$ cat config.mk
export PLATFORM = sky130hd
export DESIGN_NAME = framebuf_writer_flat
export DESIGN_NICKNAME = d
export VERILOG_FILES = /design/src/rtl/framebuf_writer_if.sv /design/src/rtl/framebuf_writer.sv /design/src/flat_wrapper.sv
export SDC_FILE = /design/constraint.sdc
export NUM_CORES = 1
export LEC_CHECK = 0
export CORE_UTILIZATION = 34
export CTS_BUF_LIST = sky130_fd_sc_hd__clkbuf_16
export CTS_CLUSTER_DIAMETER = 50
export CTS_CLUSTER_SIZE = 8
export DETAILED_ROUTE_END_ITERATION = 10
export GPL_TIMING_DRIVEN = 0
export HOLD_SLACK_MARGIN = 0.08
export SLEW_MARGIN = 10
export SYNTH_ARGS = -nofsm -noshare
export SYNTH_HDL_FRONTEND = slang
export SYNTH_SLANG_ARGS = --single-unit
$ cat constraint.sdc
create_clock -name clk_25 -period 4.7 [get_ports clk_25]
set_clock_uncertainty 0.2 [all_clocks]
set_input_delay 0.94 -clock clk_25 [delete_from_list [all_inputs] [get_ports clk_25]]
set_output_delay 0.94 -clock clk_25 [all_outputs]
set_load 0.05 [all_outputs]
$ cat src/rtl/framebuf_writer_if.sv
// Pixel-stream, blanking and framebuffer write-port bundle for framebuf_writer.
// master is the capture/display side, slave is the writer.
interface framebuf_writer_if #(
  parameter int unsigned ADDR_WIDTH = 16,
  parameter int unsigned DATA_WIDTH = 8
) ();
  logic [DATA_WIDTH-1:0] pix_data;
  logic                  pix_valid;
  logic                  pix_sof;
  logic                  pix_ready;
  logic                  vblank;
  logic                  wr_en;
  logic [ADDR_WIDTH-1:0] wr_addr;
  logic [DATA_WIDTH-1:0] wr_data;
  logic                  rd_bank;
  logic [ADDR_WIDTH-1:0] rd_base;
  logic                  frame_done;
  logic                  overrun;
  logic [7:0]            drop_count;

  modport master (
    output pix_data, pix_valid, pix_sof, vblank,
    input  pix_ready, wr_en, wr_addr, wr_data, rd_bank, rd_base, frame_done, overrun, drop_count
  );

  modport slave (
    input  pix_data, pix_valid, pix_sof, vblank,
    output pix_ready, wr_en, wr_addr, wr_data, rd_bank, rd_base, frame_done, overrun, drop_count
  );
endinterface

$ cat src/rtl/framebuf_writer.sv
// Writes complete frames into the non-displayed half of a dual-bank framebuffer and
// flips the displayed bank only during vertical blanking.
module framebuf_writer #(
  parameter int unsigned FRAME_WIDTH  = 176,
  parameter int unsigned FRAME_HEIGHT = 144,
  parameter int unsigned ADDR_WIDTH   = 16,
  parameter int unsigned DATA_WIDTH   = 8
) (
  input  logic              clk_25,
  input  logic              reset_n,
  framebuf_writer_if.slave  bus
);
  localparam int unsigned N     = FRAME_WIDTH * FRAME_HEIGHT;
  localparam int unsigned OFF_W = $clog2(N);
  localparam logic [ADDR_WIDTH-1:0] BANK1_BASE = ADDR_WIDTH'(N);
  localparam logic [OFF_W-1:0]      LAST_OFF   = OFF_W'(N - 1);

  typedef enum logic [1:0] {StIdle, StWrite, StPending} state_e;

  state_e                r_state;
  logic [OFF_W-1:0]      r_offset;
  logic                  r_rd_bank;
  logic [ADDR_WIDTH-1:0] r_rd_base;
  logic                  r_wr_en;
  logic [ADDR_WIDTH-1:0] r_wr_addr;
  logic [DATA_WIDTH-1:0] r_wr_data;
  logic                  r_frame_done;
  logic                  r_overrun;
  logic [7:0]            r_drop_count;

  logic                  w_xfer;
  logic                  w_sof_xfer;
  logic [ADDR_WIDTH-1:0] w_wbase;

  assign w_xfer     = bus.pix_valid & reset_n;
  assign w_sof_xfer = w_xfer & bus.pix_sof;
  // Write bank is always the one not being displayed.
  assign w_wbase    = r_rd_bank ? '0 : BANK1_BASE;

  always_ff @(posedge clk_25) begin
    if (!reset_n) begin
      r_state      <= StIdle;
      r_offset     <= '0;
      r_rd_bank    <= 1'b0;
      r_rd_base    <= '0;
      r_wr_en      <= 1'b0;
      r_wr_addr    <= '0;
      r_wr_data    <= '0;
      r_frame_done <= 1'b0;
      r_overrun    <= 1'b0;
      r_drop_count <= '0;
    end else begin
      r_wr_en      <= 1'b0;
      r_frame_done <= 1'b0;
      unique case (r_state)
        StIdle: begin
          if (w_sof_xfer) begin
            r_wr_en   <= 1'b1;
            r_wr_addr <= w_wbase;
            r_wr_data <= bus.pix_data;
            r_offset  <= OFF_W'(1);
            r_state   <= StWrite;
          end
        end
        StWrite: begin
          if (w_sof_xfer) begin
            // Short frame: restart at offset 0 over the partial data.
            r_overrun <= 1'b1;
            r_wr_en   <= 1'b1;
            r_wr_addr <= w_wbase;
            r_wr_data <= bus.pix_data;
            r_offset  <= OFF_W'(1);
          end else if (w_xfer) begin
            r_wr_en   <= 1'b1;
            r_wr_addr <= w_wbase + ADDR_WIDTH'(r_offset);
            r_wr_data <= bus.pix_data;
            if (r_offset == LAST_OFF) begin
              r_frame_done <= 1'b1;
              r_offset     <= '0;
              r_state      <= StPending;
            end else begin
              r_offset <= r_offset + OFF_W'(1);
            end
          end
        end
        StPending: begin
          if (bus.vblank) begin
            r_rd_bank <= ~r_rd_bank;
            r_rd_base <= w_wbase;
            if (w_sof_xfer) begin
              // New write bank is the old read bank, whose base is r_rd_base.
              r_wr_en   <= 1'b1;
              r_wr_addr <= r_rd_base;
              r_wr_data <= bus.pix_data;
              r_offset  <= OFF_W'(1);
              r_state   <= StWrite;
            end else begin
              r_state <= StIdle;
            end
          end else if (w_sof_xfer && r_drop_count != 8'hFF) begin
            r_drop_count <= r_drop_count + 8'd1;
          end
        end
        default: r_state <= StIdle;
      endcase
    end
  end

  assign bus.pix_ready  = reset_n;
  assign bus.wr_en      = r_wr_en;
  assign bus.wr_addr    = r_wr_addr;
  assign bus.wr_data    = r_wr_data;
  assign bus.rd_bank    = r_rd_bank;
  assign bus.rd_base    = r_rd_base;
  assign bus.frame_done = r_frame_done;
  assign bus.overrun    = r_overrun;
  assign bus.drop_count = r_drop_count;
endmodule

$ cat src/flat_wrapper.sv
// flat-port wrapper written by rule: the top's interface ports become plain ports
module framebuf_writer_flat 
#(
  parameter int unsigned FRAME_WIDTH  = 176,
  parameter int unsigned FRAME_HEIGHT = 144,
  parameter int unsigned ADDR_WIDTH   = 16,
  parameter int unsigned DATA_WIDTH   = 8
)
  (clk_25, reset_n, bus_pix_data, bus_pix_valid, bus_pix_sof, bus_vblank, bus_pix_ready, bus_wr_en, bus_wr_addr, bus_wr_data, bus_rd_bank, bus_rd_base, bus_frame_done, bus_overrun, bus_drop_count);
  framebuf_writer_if #(.ADDR_WIDTH(ADDR_WIDTH), .DATA_WIDTH(DATA_WIDTH)) bus_i ();
  input  logic clk_25;
  input  logic reset_n;
  input wire logic [$bits(bus_i.pix_data)-1:0] bus_pix_data;
  input wire logic [$bits(bus_i.pix_valid)-1:0] bus_pix_valid;
  input wire logic [$bits(bus_i.pix_sof)-1:0] bus_pix_sof;
  input wire logic [$bits(bus_i.vblank)-1:0] bus_vblank;
  output wire logic [$bits(bus_i.pix_ready)-1:0] bus_pix_ready;
  output wire logic [$bits(bus_i.wr_en)-1:0] bus_wr_en;
  output wire logic [$bits(bus_i.wr_addr)-1:0] bus_wr_addr;
  output wire logic [$bits(bus_i.wr_data)-1:0] bus_wr_data;
  output wire logic [$bits(bus_i.rd_bank)-1:0] bus_rd_bank;
  output wire logic [$bits(bus_i.rd_base)-1:0] bus_rd_base;
  output wire logic [$bits(bus_i.frame_done)-1:0] bus_frame_done;
  output wire logic [$bits(bus_i.overrun)-1:0] bus_overrun;
  output wire logic [$bits(bus_i.drop_count)-1:0] bus_drop_count;
  assign bus_i.pix_data = bus_pix_data;
  assign bus_i.pix_valid = bus_pix_valid;
  assign bus_i.pix_sof = bus_pix_sof;
  assign bus_i.vblank = bus_vblank;
  assign bus_pix_ready = bus_i.pix_ready;
  assign bus_wr_en = bus_i.wr_en;
  assign bus_wr_addr = bus_i.wr_addr;
  assign bus_wr_data = bus_i.wr_data;
  assign bus_rd_bank = bus_i.rd_bank;
  assign bus_rd_base = bus_i.rd_base;
  assign bus_frame_done = bus_i.frame_done;
  assign bus_overrun = bus_i.overrun;
  assign bus_drop_count = bus_i.drop_count;
  framebuf_writer #(.FRAME_WIDTH(FRAME_WIDTH), .FRAME_HEIGHT(FRAME_HEIGHT), .ADDR_WIDTH(ADDR_WIDTH), .DATA_WIDTH(DATA_WIDTH)) u_core (.clk_25(clk_25), .reset_n(reset_n), .bus(bus_i));
endmodule
; After elaboration in Yosys (flattened, before gate mapping)
; Cells that the tools add are included.
; Widths: inputs -> output; s select.
[totals]
reg_bits = 69
inputBits = 13
out_inout_bits = 53
elab_cells = 72
[op_classes]
add_sub_neg = 3
eq_ne = 11
muxes = 31
bitwise = 7
n_reduce_logical = 10
[op_table]
columns = operator, count
row1 = $mux 15, 6
row2 = $mux 16, 5
row3 = $pmux 16 s3, 1
row4 = $pmux 15 s3, 1
row5 = $mux 8, 4
row6 = $pmux 8 s3, 1
row7 = $add 16x15->16, 1
row8 = $add 15x1->15 const B, 1
row9 = $eq 15x15->1 const B, 1
row10 = $mux 2, 5
row11 = $reduce_and 5->1, 2
row12 = $add 8x1->8 const B, 1
row13 = $ne 2x1->1 const B, 4
row14 = $ne 8x8->1 const B, 1
row15 = $mux 1, 6
row16 = $pmux 2 s3, 1
row17 = $reduce_and 3->1, 2
row18 = $not 1->1, 5
row19 = $ne 2x2->1 const B, 2
row20 = $reduce_and 2->1, 2
row21 = $reduce_or 4->1, 1
row22 = $ne 3x1->1 const B, 1
row23 = $pmux 1 s3, 1
row24 = $reduce_bool 3->1, 1
row25 = 5 further kinds, 6

; Depth between registers and ports, before layout
[depth]
ltp_word = 5
ltp_mapped = 9
mapped_depth_nobuf = 8

; Worst setup path before layout
; OpenSTA, ideal clock, no wires.
[synth_path]
kind = input port to flip-flop
from = input reset_n
to = register u_core.r_offset[11]
setup_time_ns = 0.086
t_arrival_ns = 2.349
t_required_ns = 4.414
path_slack_ns = 2.066
stages = 6
n_path_buf = 2
cell_sequence = buf_2 o211ai_1 or3_1 buf_2 or4_1 a211oi_1
[synth_via]
elab_chain_cells = 5
[synth_rtl]
columns = element, line_no
row1 = from (decl), flat_wrapper.sv:12  ; input logic reset_n;
row2 = $and 1x1->1, framebuf_writer.sv:35  ; assign w_xfer = bus.pix_valid & reset_n;
row3 = $and 1x1->1, framebuf_writer.sv:36  ; assign w_sof_xfer = w_xfer & bus.pix_sof;
row4 = $mux 15 (2 in a row), n/a
row5 = $pmux 15 s3, framebuf_writer.sv:55  ; unique case (r_state)
row6 = to (signal assigned), framebuf_writer.sv:82  ; r_offset <= r_offset + OFF_W'(1);
row7 = to (decl), framebuf_writer.sv:21  ; logic [OFF_W-1:0] r_offset;
; Parallel ways exist; a longest one is shown, timed or not. The select of a mux whose other input is x is not followed.
; A chain may end at the register's enable or synchronous reset.

; Worst setup path after layout
[layout_path]
from = input bus_pix_sof
to = register u_core.r_wr_addr[14], in the netlist u_core.bus.wr_addr[14]
[layout_via]
elab_chain_cells = 3
[layout_rtl]
columns = element, line_no
row1 = from (decl), flat_wrapper.sv:15  ; input wire logic [$bits(bus_i.pix_sof)-1:0] bus_pix_sof;
row2 = $and 1x1->1 (*), framebuf_writer.sv:36
row3 = "$ne 3x1->1 (no line), or another cell as far along", n/a
row4 = $reduce_and 5->1 (no line) or $pmux 16 s3 (tied branches), n/a
row5 = to (signal assigned), framebuf_writer.sv:59  ; r_wr_addr <= w_wbase;
row6 = to (signal assigned), framebuf_writer.sv:70  ; r_wr_addr <= w_wbase;
row7 = to (signal assigned), framebuf_writer.sv:75  ; r_wr_addr <= w_wbase + ADDR_WIDTH'(r_offset);
row8 = to (decl), framebuf_writer.sv:25  ; logic [ADDR_WIDTH-1:0] r_wr_addr;
; Mark *: on every way between the ends. The rest lies on a longest branch, timed or not.

==> results.py <==
metrics = {
    "finish": {
        "fin_area_mm2": 0.00375,
        "num_antenna_cells": 0,
        "final_nets": 447,
        "layout-drive-gt1-share": 0.0851,
        "layout_common_cells": "dfxtp_1 (53), clkdlybuf4s50_1 (52), nand2_1 (38)",
        "area_delta_synth_final_pct": 28.9,
        "n_fill_cell": 856,
        "mostFrequentLayoutCell": "dfxtp_1",
        "fin_cells": 528,
    },
    "critical_path": {
        "end_kind": "flip-flop",
        "crit_arrival_ps": 3070,
        "cp.required_ps": 4720,
        "path_cells": "clkdlybuf4s50_1 > nand3_1 > a2111oi_0 > o21ai_0 > a21oi_1",
        "max_stage_delay_ps": 870,
        "crit_fanout": 10,
        "crit_type": "in2reg",
        "worst_path_max_delay_cell": "a2111oi_0",
        "crit_path_start_kind": "input pin",
    },
    "placement": {
        "place.gp.congestion": 0.839,
        "placed_cells": 520,
        "place_ws_ps": 1370,
        "hpwl_um": 5520,
        "dpl-instance-area_mm2": 0.00360,
        "port_buffers": 52,
    },
    "synthesis": {
        "synthFlopType": "dfxtp_1",
        "synthArstFlopShare": 0,
        "synth_seq_cells": 53,
        "synth_area_leader_cell": "dfxtp_1",
        "avgSynthCellArea_um2": 8.26,
        "synth_top_area_share": 0.365,
        "netlist_area_mm2": 0.00291,
        "synthCells": 352,
        "ys_seq_area_frac": 0.365,
        "synthTopCellsByArea": "dfxtp_1 (36%), nand2_1 (4.9%), ha_1 (4.7%), buf_4 (4.4%), nand4_1 (4.3%)",
        "yosysWarningCount": 0,
        "synth_edf_count": 0,
        "synth_cell_types": 56,
    },
    "grt": {
        "track_usage": 0.181,
        "grt_pass1_vias": 2556,
        "overflow": 0,
        "grt_antenna_before_repair": 0,
        "grt_max_degree": 18,
        "grt_pass1_wl_um": 12800,
    },
    "die": {
        "die_y_um": 94.5,
        "dieWidth_um": 94.5,
        "ioPinCount": 66,
        "coreArea_mm2": 0.00826,
        "start_util": 0.352,
        "rows": 33,
        "die-area_mm2": 0.00893,
    },
    "sta": {
        "period_needed_ps": 3050,
        "min_period_over_period": 0.649,
        "rsz0062_at_grt": "no",
        "setup_violations": 0,
        "tightest_slew_ps": 882,
        "layout_setup_ws_ps": 1650,
        "finalMaxSlewViolations": 0,
        "hold_violations": 0,
        "max_freq_ghz": 0.328,
        "hold_slack_ps": 259,
        "maxSlewHeadroom": 0.397,
        "finalSetupTns_ps": 0,
    },
    "clock_network": {
        "cts_root_buf": "clkbuf_16",
        "cts_buffer_depth": 2,
        "cts_tree": "done",
        "cts_setup_buffers": 0,
        "cts_hold_buf": 0,
        "clk_latency_ps": 290,
        "cts_made_buffers": 5,
        "clkTransAtPathRegs_ps": 70,
        "htree_levels": 2,
        "cts_resized": 0,
        "clock-sinks": 53,
    },
    "routing": {
        "drt_iter0_markers": 207,
        "drc": 0,
        "wirelength_um": 7740,
        "routedWlPerCell_um": 14.7,
        "routed_via_density": 5.42,
        "firstDrtPassIters": 4,
        "drtAntennaViolNets": 0,
        "vias": 2864,
    },
    "pwr": {
        "combPwrFrac": 0.394,
        "powerDensity_mw_per_mm2": 387,
        "power_switching_mw": 0.581,
        "seqPwrFrac": 0.352,
        "p_clk_frac": 0.254,
        "switching_share": 0.401,
        "power_leakage_nw": 1.30,
        "intPower_mw": 0.869,
        "ir_drop_mv": 0.170,
    },
    "flow_run": {
        "cap_violations": 0,
    },
    "outcome": {
        "outcome": "finished, final reports clean",
    },
    "hold_path": {
        "holdCritPathClass": "reg2reg",
    },
}
==> synthesized netlist by cell type, types with 2 or more instances <==
cell	count
nor4_1	5
o41ai_1	3
a2111oi_0	2
a211o_1	2
nand2_1	38
dfxtp_1	53
buf_4	17
or3_1	3
nand4_1	20
inv_1	12
o21ai_0	11
nand2b_1	3
or4_1	7
a31oi_1	7
a211oi_1	7
a32oi_1	10
nor3_1	6
a2111o_1	2
a21boi_0	2
nor2_1	19
xnor2_1	3
nor2b_1	2
and3_1	4
o211ai_1	3
a21oi_1	24
mux2i_1	5
nand3b_1	2
and3b_1	2
buf_2	4
clkbuf_1	21
ha_1	11
o311ai_0	2
or2_2	2
nand3_1	11
o31ai_1	6
==> cells by family after synthesis <==
| group | count (synthesis) | share of synthesized area |
|---|---|---|
| and+or+nand+nor | 131 | 0.238 |
| adders and majority gates | 12 | 0.0542 |
| xor gates and xnor gates | 4 | 0.0121 |
| buffers and inverters | 55 | 0.0972 |
| muxes | 5 | 0.0172 |
| AOI/OAI and AO/OA | 91 | 0.215 |
| DFF | 53 | 0.365 |
| other | 1 | 0.00129 |
==> final timing paths <==
path                                            start                endpoint  slack (ps)  cells after the start
worst max-delay path                      bus_pix_sof  u_core.bus.wr_addr[14]        1650                      5
worst min-delay path            u_core.bus.wr_data[4]   u_core.bus.wr_data[4]         260                      2
worst max register to register      u_core.r_state[0]     u_core.r_offset[10]        2020                      9
worst min register to register  u_core.bus.wr_data[4]   u_core.bus.wr_data[4]         260                      2
==> per-layer routing <==
metal,wire length [um],GRT usage
met1,3510,0.244
met2,3540,0.285
met3,599,0.0411
met4,86,0.0606
met5,0,0
==> final cells by class <==
cell class,count,area (um2),share of cell area
plain buffers,43,238,0.0634
clock buffers,5,125,0.0334
clock inverters,3,22.5,0.00601
inverters,12,45.0,0.0120
multi-input cells,255,1610,0.428
flip-flops and latches,53,1060,0.283
well taps,105,131,0.0350
repair buffers,52,520,0.139
==> state kept, by name, indices dropped and copies added (netlist names) <==
| register | flops |
|---|---|
| u_core.bus.drop_count | 8 |
| u_core.bus.frame_done | 1 |
| u_core.bus.overrun | 1 |
| u_core.bus.rd_base | 1 |
| u_core.bus.wr_addr | 16 |
| u_core.bus.wr_data | 8 |
| u_core.bus.wr_en | 1 |
| u_core.r_offset | 15 |
| u_core.r_state | 2 |
==> metrics by stage <==
step                power, mW  utilization
floorplan               0.924            -
global placement         1.08        0.436
detailed placement       1.08        0.436
CTS                      1.45        0.454
global route             1.54        0.454
finish                   1.45        0.454
==> power by group through the flow <==
stage	combinational (mW)	sequential (mW)	clock (mW)
floorplan	0.312	0.611	0
global placement	0.561	0.519	0
detailed placement	0.563	0.520	0
CTS	0.565	0.510	0.378
global route	0.616	0.517	0.403
finish	0.571	0.510	0.368
==> worst max-delay path: cells and delay by family <==
kind	cells	cell delay, ps
buffers and inverters	1	600
and+or+nand+nor	1	340
AOI/OAI and AO/OA	3	1190
Note: power is estimated with default switching activity, not from simulation.
